--- src/rtl/uart_bus_bridge_pkg.sv ---
// Shared command/response codes, FSM state types and baud divisor helper
// for the UART-driven bus initiator.
package uart_bus_bridge_pkg;

  localparam logic [7:0] CMD_WR  = 8'h57;
  localparam logic [7:0] CMD_RD  = 8'h52;
  localparam logic [7:0] RSP_OK  = 8'h4B;
  localparam logic [7:0] RSP_ERR = 8'h3F;

  typedef enum logic [2:0] {
    F_CMD  = 3'd0,
    F_ADDR = 3'd1,
    F_DATA = 3'd2,
    F_EXEC = 3'd3,
    F_RESP = 3'd4
  } frame_state_e;

  typedef enum logic [2:0] {
    R_HUNT   = 3'd0,
    R_START  = 3'd1,
    R_DATA   = 3'd2,
    R_STOP   = 3'd3,
    R_WAITHI = 3'd4
  } rx_state_e;

  function automatic int baud_div(input int clk_freq, input int baud);
    return (clk_freq / baud) - 1;
  endfunction

endpackage

--- src/rtl/uart_bridge_tx.sv ---
// Byte serializer: start bit, 8 data bits LSB first, stop bit. A start request
// on the final stop-bit cycle chains the next byte with no idle gap.
module uart_bridge_tx #(
  parameter int BAUD_DIV = 15
) (
  input  logic       clk,
  input  logic       rst,
  input  logic       start,
  input  logic [7:0] din,
  output logic       uart_tx,
  output logic       done
);

  localparam int BW = $clog2(BAUD_DIV + 1);
  localparam logic [BW-1:0] BAUD_TC = BW'(BAUD_DIV);

  logic          active_q;
  logic [BW-1:0] cnt_q;
  logic [3:0]    bit_q;
  logic [8:0]    shift_q;
  logic          tx_q;

  assign done    = active_q && (bit_q == 4'd9) && (cnt_q == BAUD_TC);
  assign uart_tx = tx_q;

  always_ff @(posedge clk or posedge rst) begin
    if (rst) begin
      active_q <= 1'b0;
      cnt_q    <= '0;
      bit_q    <= 4'd0;
      shift_q  <= 9'h1FF;
      tx_q     <= 1'b1;
    end else if (start && (!active_q || done)) begin
      active_q <= 1'b1;
      cnt_q    <= '0;
      bit_q    <= 4'd0;
      shift_q  <= {1'b1, din};
      tx_q     <= 1'b0;
    end else if (active_q) begin
      if (cnt_q == BAUD_TC) begin
        cnt_q <= '0;
        if (bit_q == 4'd9) begin
          active_q <= 1'b0;
          tx_q     <= 1'b1;
        end else begin
          bit_q   <= bit_q + 4'd1;
          tx_q    <= shift_q[0];
          shift_q <= {1'b1, shift_q[8:1]};
        end
      end else begin
        cnt_q <= cnt_q + 1'b1;
      end
    end else begin
      tx_q <= 1'b1;
    end
  end

endmodule

--- src/rtl/uart_bus_bridge.sv ---
// UART-driven bus initiator: decodes 'W'/'R' command frames from the serial line,
// issues a single bus write or read, and answers with 'K', the read word, or '?'.
module uart_bus_bridge
  import uart_bus_bridge_pkg::*;
#(
  parameter int CLK_FREQ       = 50_000_000,
  parameter int BAUD           = 115_200,
  parameter int TIMEOUT_CYCLES = 1_000_000
) (
  input  logic        clk,
  input  logic        rst,
  input  logic        uart_rx,
  output logic        uart_tx,
  output logic [31:0] bus_addr,
  output logic [31:0] bus_wdata,
  output logic        bus_we,
  output logic        bus_re,
  input  logic [31:0] bus_rdata,
  output logic        busy,
  output logic        frame_err
);

  localparam int BAUD_DIV = baud_div(CLK_FREQ, BAUD);
  localparam int BW       = $clog2(BAUD_DIV + 1);
  localparam int TW       = $clog2(TIMEOUT_CYCLES + 1);
  localparam logic [BW-1:0] BAUD_TC   = BW'(BAUD_DIV);
  localparam logic [BW-1:0] BAUD_HALF = BW'(BAUD_DIV >> 1);
  localparam logic [TW-1:0] TO_TC     = TW'(TIMEOUT_CYCLES);

  logic          rx_s1_q, rx_s2_q, rx_prev_q;
  rx_state_e     rx_st_q;
  logic [BW-1:0] rx_cnt_q;
  logic [2:0]    rx_bit_q;
  logic [7:0]    rx_shift_q;
  logic          rx_tick_s, rx_done_s, rx_ferr_s;

  frame_state_e  fs_q;
  logic          is_wr_q;
  logic [1:0]    byte_cnt_q;
  logic [TW-1:0] to_cnt_q;
  logic [31:0]   bus_addr_q, bus_wdata_q, resp_q;
  logic          bus_we_q, bus_re_q, busy_q, frame_err_q;
  logic [1:0]    resp_idx_q, resp_last_q, resp_nidx_s;
  logic          timeout_s, tx_start_s, tx_done_s;
  logic [7:0]    tx_din_s;

  assign rx_tick_s = (rx_cnt_q == BAUD_TC);
  assign rx_done_s = (rx_st_q == R_STOP) && rx_tick_s && rx_s2_q;
  assign rx_ferr_s = (rx_st_q == R_STOP) && rx_tick_s && !rx_s2_q;
  assign timeout_s = ((fs_q == F_ADDR) || (fs_q == F_DATA)) && (to_cnt_q == TO_TC);

  assign bus_addr  = bus_addr_q;
  assign bus_wdata = bus_wdata_q;
  assign bus_we    = bus_we_q;
  assign bus_re    = bus_re_q;
  assign busy      = busy_q;
  assign frame_err = frame_err_q;

  // Receiver: start recheck at half a bit, then sample once per bit period.
  always_ff @(posedge clk or posedge rst) begin
    if (rst) begin
      rx_s1_q    <= 1'b1;
      rx_s2_q    <= 1'b1;
      rx_prev_q  <= 1'b1;
      rx_st_q    <= R_HUNT;
      rx_cnt_q   <= '0;
      rx_bit_q   <= 3'd0;
      rx_shift_q <= 8'h00;
    end else begin
      rx_s1_q   <= uart_rx;
      rx_s2_q   <= rx_s1_q;
      rx_prev_q <= rx_s2_q;
      case (rx_st_q)
        R_HUNT: begin
          rx_cnt_q <= '0;
          if (rx_prev_q && !rx_s2_q) rx_st_q <= R_START;
        end
        R_START: begin
          if (rx_cnt_q == BAUD_HALF) begin
            rx_cnt_q <= '0;
            rx_bit_q <= 3'd0;
            rx_st_q  <= rx_s2_q ? R_HUNT : R_DATA;
          end else begin
            rx_cnt_q <= rx_cnt_q + 1'b1;
          end
        end
        R_DATA: begin
          if (rx_tick_s) begin
            rx_cnt_q   <= '0;
            rx_shift_q <= {rx_s2_q, rx_shift_q[7:1]};
            if (rx_bit_q == 3'd7) begin
              rx_bit_q <= 3'd0;
              rx_st_q  <= R_STOP;
            end else begin
              rx_bit_q <= rx_bit_q + 3'd1;
            end
          end else begin
            rx_cnt_q <= rx_cnt_q + 1'b1;
          end
        end
        R_STOP: begin
          if (rx_tick_s) begin
            rx_cnt_q <= '0;
            rx_st_q  <= rx_s2_q ? R_HUNT : R_WAITHI;
          end else begin
            rx_cnt_q <= rx_cnt_q + 1'b1;
          end
        end
        R_WAITHI: begin
          rx_cnt_q <= '0;
          if (rx_s2_q) rx_st_q <= R_HUNT;
        end
        default: rx_st_q <= R_HUNT;
      endcase
    end
  end

  // First response byte is launched from EXEC (or CMD for '?'); later ones chain on done.
  always_comb begin
    tx_start_s  = 1'b0;
    tx_din_s    = RSP_ERR;
    resp_nidx_s = resp_idx_q + 2'd1;
    case (fs_q)
      F_CMD: begin
        if (rx_done_s && (rx_shift_q != CMD_WR) && (rx_shift_q != CMD_RD)) begin
          tx_start_s = 1'b1;
        end else begin
          tx_start_s = 1'b0;
        end
      end
      F_EXEC: begin
        tx_start_s = 1'b1;
        tx_din_s   = is_wr_q ? RSP_OK : bus_rdata[7:0];
      end
      F_RESP: begin
        if (tx_done_s && (resp_idx_q != resp_last_q)) begin
          tx_start_s = 1'b1;
          tx_din_s   = resp_q[{resp_nidx_s, 3'b000} +: 8];
        end else begin
          tx_start_s = 1'b0;
        end
      end
      default: tx_start_s = 1'b0;
    endcase
  end

  // Frame sequencer; the timeout counter restarts at every accepted byte.
  always_ff @(posedge clk or posedge rst) begin
    if (rst) begin
      fs_q        <= F_CMD;
      is_wr_q     <= 1'b0;
      byte_cnt_q  <= 2'd0;
      to_cnt_q    <= '0;
      bus_addr_q  <= 32'h0;
      bus_wdata_q <= 32'h0;
      resp_q      <= 32'h0;
      bus_we_q    <= 1'b0;
      bus_re_q    <= 1'b0;
      busy_q      <= 1'b0;
      frame_err_q <= 1'b0;
      resp_idx_q  <= 2'd0;
      resp_last_q <= 2'd0;
    end else begin
      frame_err_q <= rx_ferr_s || timeout_s;
      bus_we_q    <= 1'b0;
      bus_re_q    <= 1'b0;
      case (fs_q)
        F_CMD: begin
          byte_cnt_q <= 2'd0;
          to_cnt_q   <= '0;
          if (rx_done_s) begin
            busy_q <= 1'b1;
            if ((rx_shift_q == CMD_WR) || (rx_shift_q == CMD_RD)) begin
              is_wr_q  <= (rx_shift_q == CMD_WR);
              to_cnt_q <= TW'(1);
              fs_q     <= F_ADDR;
            end else begin
              resp_idx_q  <= 2'd0;
              resp_last_q <= 2'd0;
              fs_q        <= F_RESP;
            end
          end
        end
        F_ADDR, F_DATA: begin
          if (timeout_s || rx_ferr_s) begin
            fs_q     <= F_CMD;
            busy_q   <= 1'b0;
            to_cnt_q <= '0;
          end else if (rx_done_s) begin
            to_cnt_q <= TW'(1);
            if (fs_q == F_ADDR) bus_addr_q[{byte_cnt_q, 3'b000} +: 8] <= rx_shift_q;
            else bus_wdata_q[{byte_cnt_q, 3'b000} +: 8] <= rx_shift_q;
            if (byte_cnt_q == 2'd3) begin
              byte_cnt_q <= 2'd0;
              if ((fs_q == F_ADDR) && is_wr_q) begin
                fs_q <= F_DATA;
              end else begin
                fs_q     <= F_EXEC;
                bus_we_q <= is_wr_q;
                bus_re_q <= !is_wr_q;
              end
            end else begin
              byte_cnt_q <= byte_cnt_q + 2'd1;
            end
          end else begin
            to_cnt_q <= to_cnt_q + 1'b1;
          end
        end
        F_EXEC: begin
          fs_q        <= F_RESP;
          resp_idx_q  <= 2'd0;
          resp_last_q <= is_wr_q ? 2'd0 : 2'd3;
          if (!is_wr_q) resp_q <= bus_rdata;
        end
        F_RESP: begin
          if (tx_done_s) begin
            if (resp_idx_q == resp_last_q) begin
              fs_q   <= F_CMD;
              busy_q <= 1'b0;
            end else begin
              resp_idx_q <= resp_nidx_s;
            end
          end
        end
        default: fs_q <= F_CMD;
      endcase
    end
  end

  uart_bridge_tx #(.BAUD_DIV(BAUD_DIV)) u_tx (
    .clk     (clk),
    .rst     (rst),
    .start   (tx_start_s),
    .din     (tx_din_s),
    .uart_tx (uart_tx),
    .done    (tx_done_s)
  );

endmodule
--- config.mk ---
export PLATFORM = sky130hd
export DESIGN_NAME = uart_bus_bridge
export DESIGN_NICKNAME = d
export VERILOG_FILES = /design/src/rtl/uart_bus_bridge_pkg.sv /design/src/rtl/uart_bridge_tx.sv /design/src/rtl/uart_bus_bridge.sv
export SDC_FILE = /design/constraint.sdc
export NUM_CORES = 1
export LEC_CHECK = 0
export ABC_CLOCK_PERIOD_IN_PS = 7100
export BUFFER_PORTS_ARGS = -buffer_cell sky130_fd_sc_hd__buf_4
export CAP_MARGIN = 20
export CELL_PAD_IN_SITES_DETAIL_PLACEMENT = 2
export CELL_PAD_IN_SITES_GLOBAL_PLACEMENT = 2
export CORE_AREA = 5 5 156 158
export DETAILED_ROUTE_END_ITERATION = 10
export DIE_AREA = 0 0 161 163
export PLACE_DENSITY_LB_ADDON = 0.12
export SYNTH_ARGS = -nofsm -noshare
export SYNTH_HDL_FRONTEND = slang
export SYNTH_SLANG_ARGS = --single-unit
--- constraint.sdc ---
create_clock -name clk -period 7.1 [get_ports clk]
set_clock_uncertainty 0.1 [all_clocks]
set_input_delay 1.42 -clock clk [delete_from_list [all_inputs] [get_ports clk]]
set_output_delay 1.42 -clock clk [all_outputs]
set_load 0.01 [all_outputs]
==> flow_summary.yaml <==
status:
  status: "finished clean"
synthesis:
  synth_cells: 804
  synth_xor_area_share_pct: 3.085
  syn_area_per_cell_sq_um: 10.59
  yosysMostFrequentCell: "dfrtp_1"
  synthSimpleGateAreaFrac_pct: 21.43
  synth_largest_area_cell: "dfrtp_1"
  synth_edf_count: 0
  synth_top_family_by_area: "simple AND/OR/NAND/NOR gates"
  ys_ff_latch: 178
  seq_area_frac_synth_pct: 52.48
  synth_cell_types: 66
  synthMuxAreaShare_pct: 11.44
  syn-num-nets: 856
  synth_fa_ha_area_share_pct: 2.497
  async_reset_ff_share_pct: 100.0
  synth_top_area_share_pct: 48.77
  ys.flop_type: "dfrtp_1"
  syn-cell-area_sq_um: 8517
  synthTopCellsByCount: "dfrtp_1, nand2_1, mux2_2"
  ys_warn_count: 0
  synth_compound_area_share_pct: 6.934
  synthTopCellsByArea: "dfrtp_1, mux2_2, nand2_1, dfstp_2, and2_1"
clock_tree:
  cts_tree: "built"
  htree_levels: 4
  ctsHoldBuffers: 0
  cts-root-buf: "clkbuf_16"
  clockBufferDepth: 2
  clkTransAtPathRegs_ns: 0.07
  postCtsSetupRepairBufs: 0
  cts_sinks: 178
  cts_resized: 0
  insertion_delay_ns: 0.44
  numCtsBuffers: 17
finish:
  register_area_sq_um: 4469
  drive_gt1_share_pct: 25.85
  diodes: 0
  area_growth_pct: 19.91
  multi_input_area_sq_um: 3875
  finalNetCount: 952
  postLayoutCoreUtil_pct: 44.44
  fillers: 2404
worst_setup_path:
  critical_path_cell_count: 7
  cp_cell_sequence: "inv_1 > ha_1 > and4b_1 > nand3_1 > a211oi_1 > nand2_1 > mux2_2"
  slowest_stage: "a211oi_1"
  critical_path.max_fanout: 8
  critPathCaptureType: "flop"
  max_stage_delay_ns: 0.68
  critical-path-top-delay-family: "simple AND/OR/NAND/NOR gates"
  start_kind: "flop"
  cp.arrival_ns: 3.20
  crit_required_ns: 7.31
  path_class: "reg2reg"
  path_buf_inv: 1
  worstRegToRegCells: 7
timing:
  rsz0062_at_grt: "false"
  fmax_ghz: 0.3348
  whs_ns: 0.2679
  worstMarginPinSlew_ns: 0.9864
  finalHoldViolations: 0
  tns_ns: 0
  period_needed_ns: 2.987
  finalMaxSlewViolations: 0
  timing.final.crit_share_pct: 42.07
  setup_viol: 0
  slew_headroom_pct: 34.10
hold_path:
  hold_depth: 0
  hold_class: "reg2reg"
placed_design:
  dp_hpwl_microns: 17760
  numPortBuffers: 103
  place_congestion: 0.7656
pwr:
  vdd_ir_drop_max_v: 0.0001296
  p_int_uw: 1630
  p_clk_share_pct: 46.2
  p_sw_uw: 571.4
  switching_share_pct: 25.96
  pwr-share-comb_pct: 5.8
  power_leakage_uw: 0.004820
  power_frac_seq_pct: 48.0
  totalPowerFinal_uw: 2202
  powerDensity_nw_per_um2: 215.6
floorplan:
  dieArea_sq_um: 26240
  die_y_microns: 163
  initial_core_util_pct: 37.06
  die-width_microns: 161
  core_sq_um: 22980
  io_pins: 104
  std_cell_rows: 56
routing:
  dr_total_vias: 6456
  viasPerCell: 5.367
  remaining_drc_errors: 0
  dr.pass1.iters: 4
  drt-initial-drc-count: 251
  drtAntennaViolNets: 0
  wl_per_cell_microns: 20.39
  wl_microns: 24530
grt:
  grt_max_degree: 72
  grt_pass1_wl_microns: 40600
  grt_usage_pct: 19.33
  first_global_vias: 7486
  grt_overflow: 0
  antenna_found_initial: 0
job:
  cap_violations: 0
through the flow:
step | std cells | setup WS, ns | instance area, sq um
global route | 1203 | 3.965 | 10210
detailed placement | 1171 | 4.081 | 9572
floorplan | 804 | 0.7696 | 8517
finish | 1203 | 4.113 | 10210
CTS | 1203 | 4.101 | 10210
global placement | 1171 | 4.149 | 9572
routing by layer:
layer,GRT usage (%),part of all wire (%)
met4,4.459,0.87
met1,23.99,44
met2,35.21,53
met5,0,0
met3,3.442,2.1
cell usage in the layout, fill, tap and decap left out, types with 6 or more instances in the layout:
cell type / instances
a21oi_1: 16
and2_1: 35
and3_1: 16
and4_1: 8
buf_4: 108
clkbuf_16: 17
dfrtp_1: 166
dfstp_2: 12
ha_1: 17
inv_1: 12
mux2_2: 66
mux4_2: 8
nand2_1: 164
nand2b_1: 10
nand3_1: 21
nand4_1: 11
nor2_1: 51
nor2b_1: 11
nor3_1: 6
nor3b_1: 7
o21ai_0: 15
o22ai_1: 8
xnor2_1: 8
xor2_1: 22
worst reg2reg max path, stage by stage, from the launching register on:
cell and delay (ns):
dfrtp_1 0.42, inv_1 0.11, ha_1 0.16, and4b_1 0.32, nand3_1 0.19, a211oi_1 0.68, nand2_1 0.48, mux2_2 0.41
area by class of cell:
| class | instances | share of cell area [%] |
|---|---|---|
| timing repair buffer | 108 | 7.939 |
| clock buffer | 17 | 4.166 |
| multi-input combinational | 582 | 37.94 |
| clock inverter | 15 | 2.107 |
| tap | 290 | 3.553 |
| inverter | 13 | 0.5268 |
| sequential | 178 | 43.76 |
worst paths after layout:
| check | slack [ns] | to | from |
|---|---|---|---|
| setup reg to reg | 4.11 | bus_wdata[8] | rx_cnt_q[1] |
| min in group asynchronous | 0.98 | resp_q[29] | rst |
| max in group asynchronous | 4.65 | bus_wdata[8] | rst |
| setup / recovery | 4.11 | bus_wdata[8] | rx_cnt_q[1] |
| hold / removal | 0.27 | rx_s2_q | rx_s1_q |
| hold reg to reg | 0.27 | rx_s2_q | rx_s1_q |
state kept, by name, indices dropped and copies added, names as in the netlist, 2 cells and up:
| signal | flops |
|---|---|
| bus_addr | 32 |
| bus_wdata | 32 |
| resp_q | 32 |
| to_cnt_q | 20 |
| rx_cnt_q | 9 |
| u_tx.cnt_q | 9 |
| rx_shift_q | 8 |
| u_tx.shift_q | 8 |
| u_tx.bit_q | 4 |
| fs_q | 3 |
| rx_bit_q | 3 |
| rx_st_q | 3 |
| byte_cnt_q | 2 |
| resp_idx_q | 2 |
power groups by stage:
stage                     Sequential (uW)  Clock (uW)  Combinational [uW]
after floorplan                      1060           0                 100
after global placement               1070           0                 121
after detailed placement             1080           0                 128
after CTS                            1060        1040                 132
after global routing                 1060        1090                 146
final                                1060        1020                 127
cells by family after synthesis:
family,Yosys count
flip-flops,178
buffers and inverters,44
XOR/XNOR,30
AO/OA/AOI/OAI,86
multiplexers,79
AND/OR/NAND/NOR,370
adder cells (fa/ha/maj),17
(Power assumes the default switching activity.)
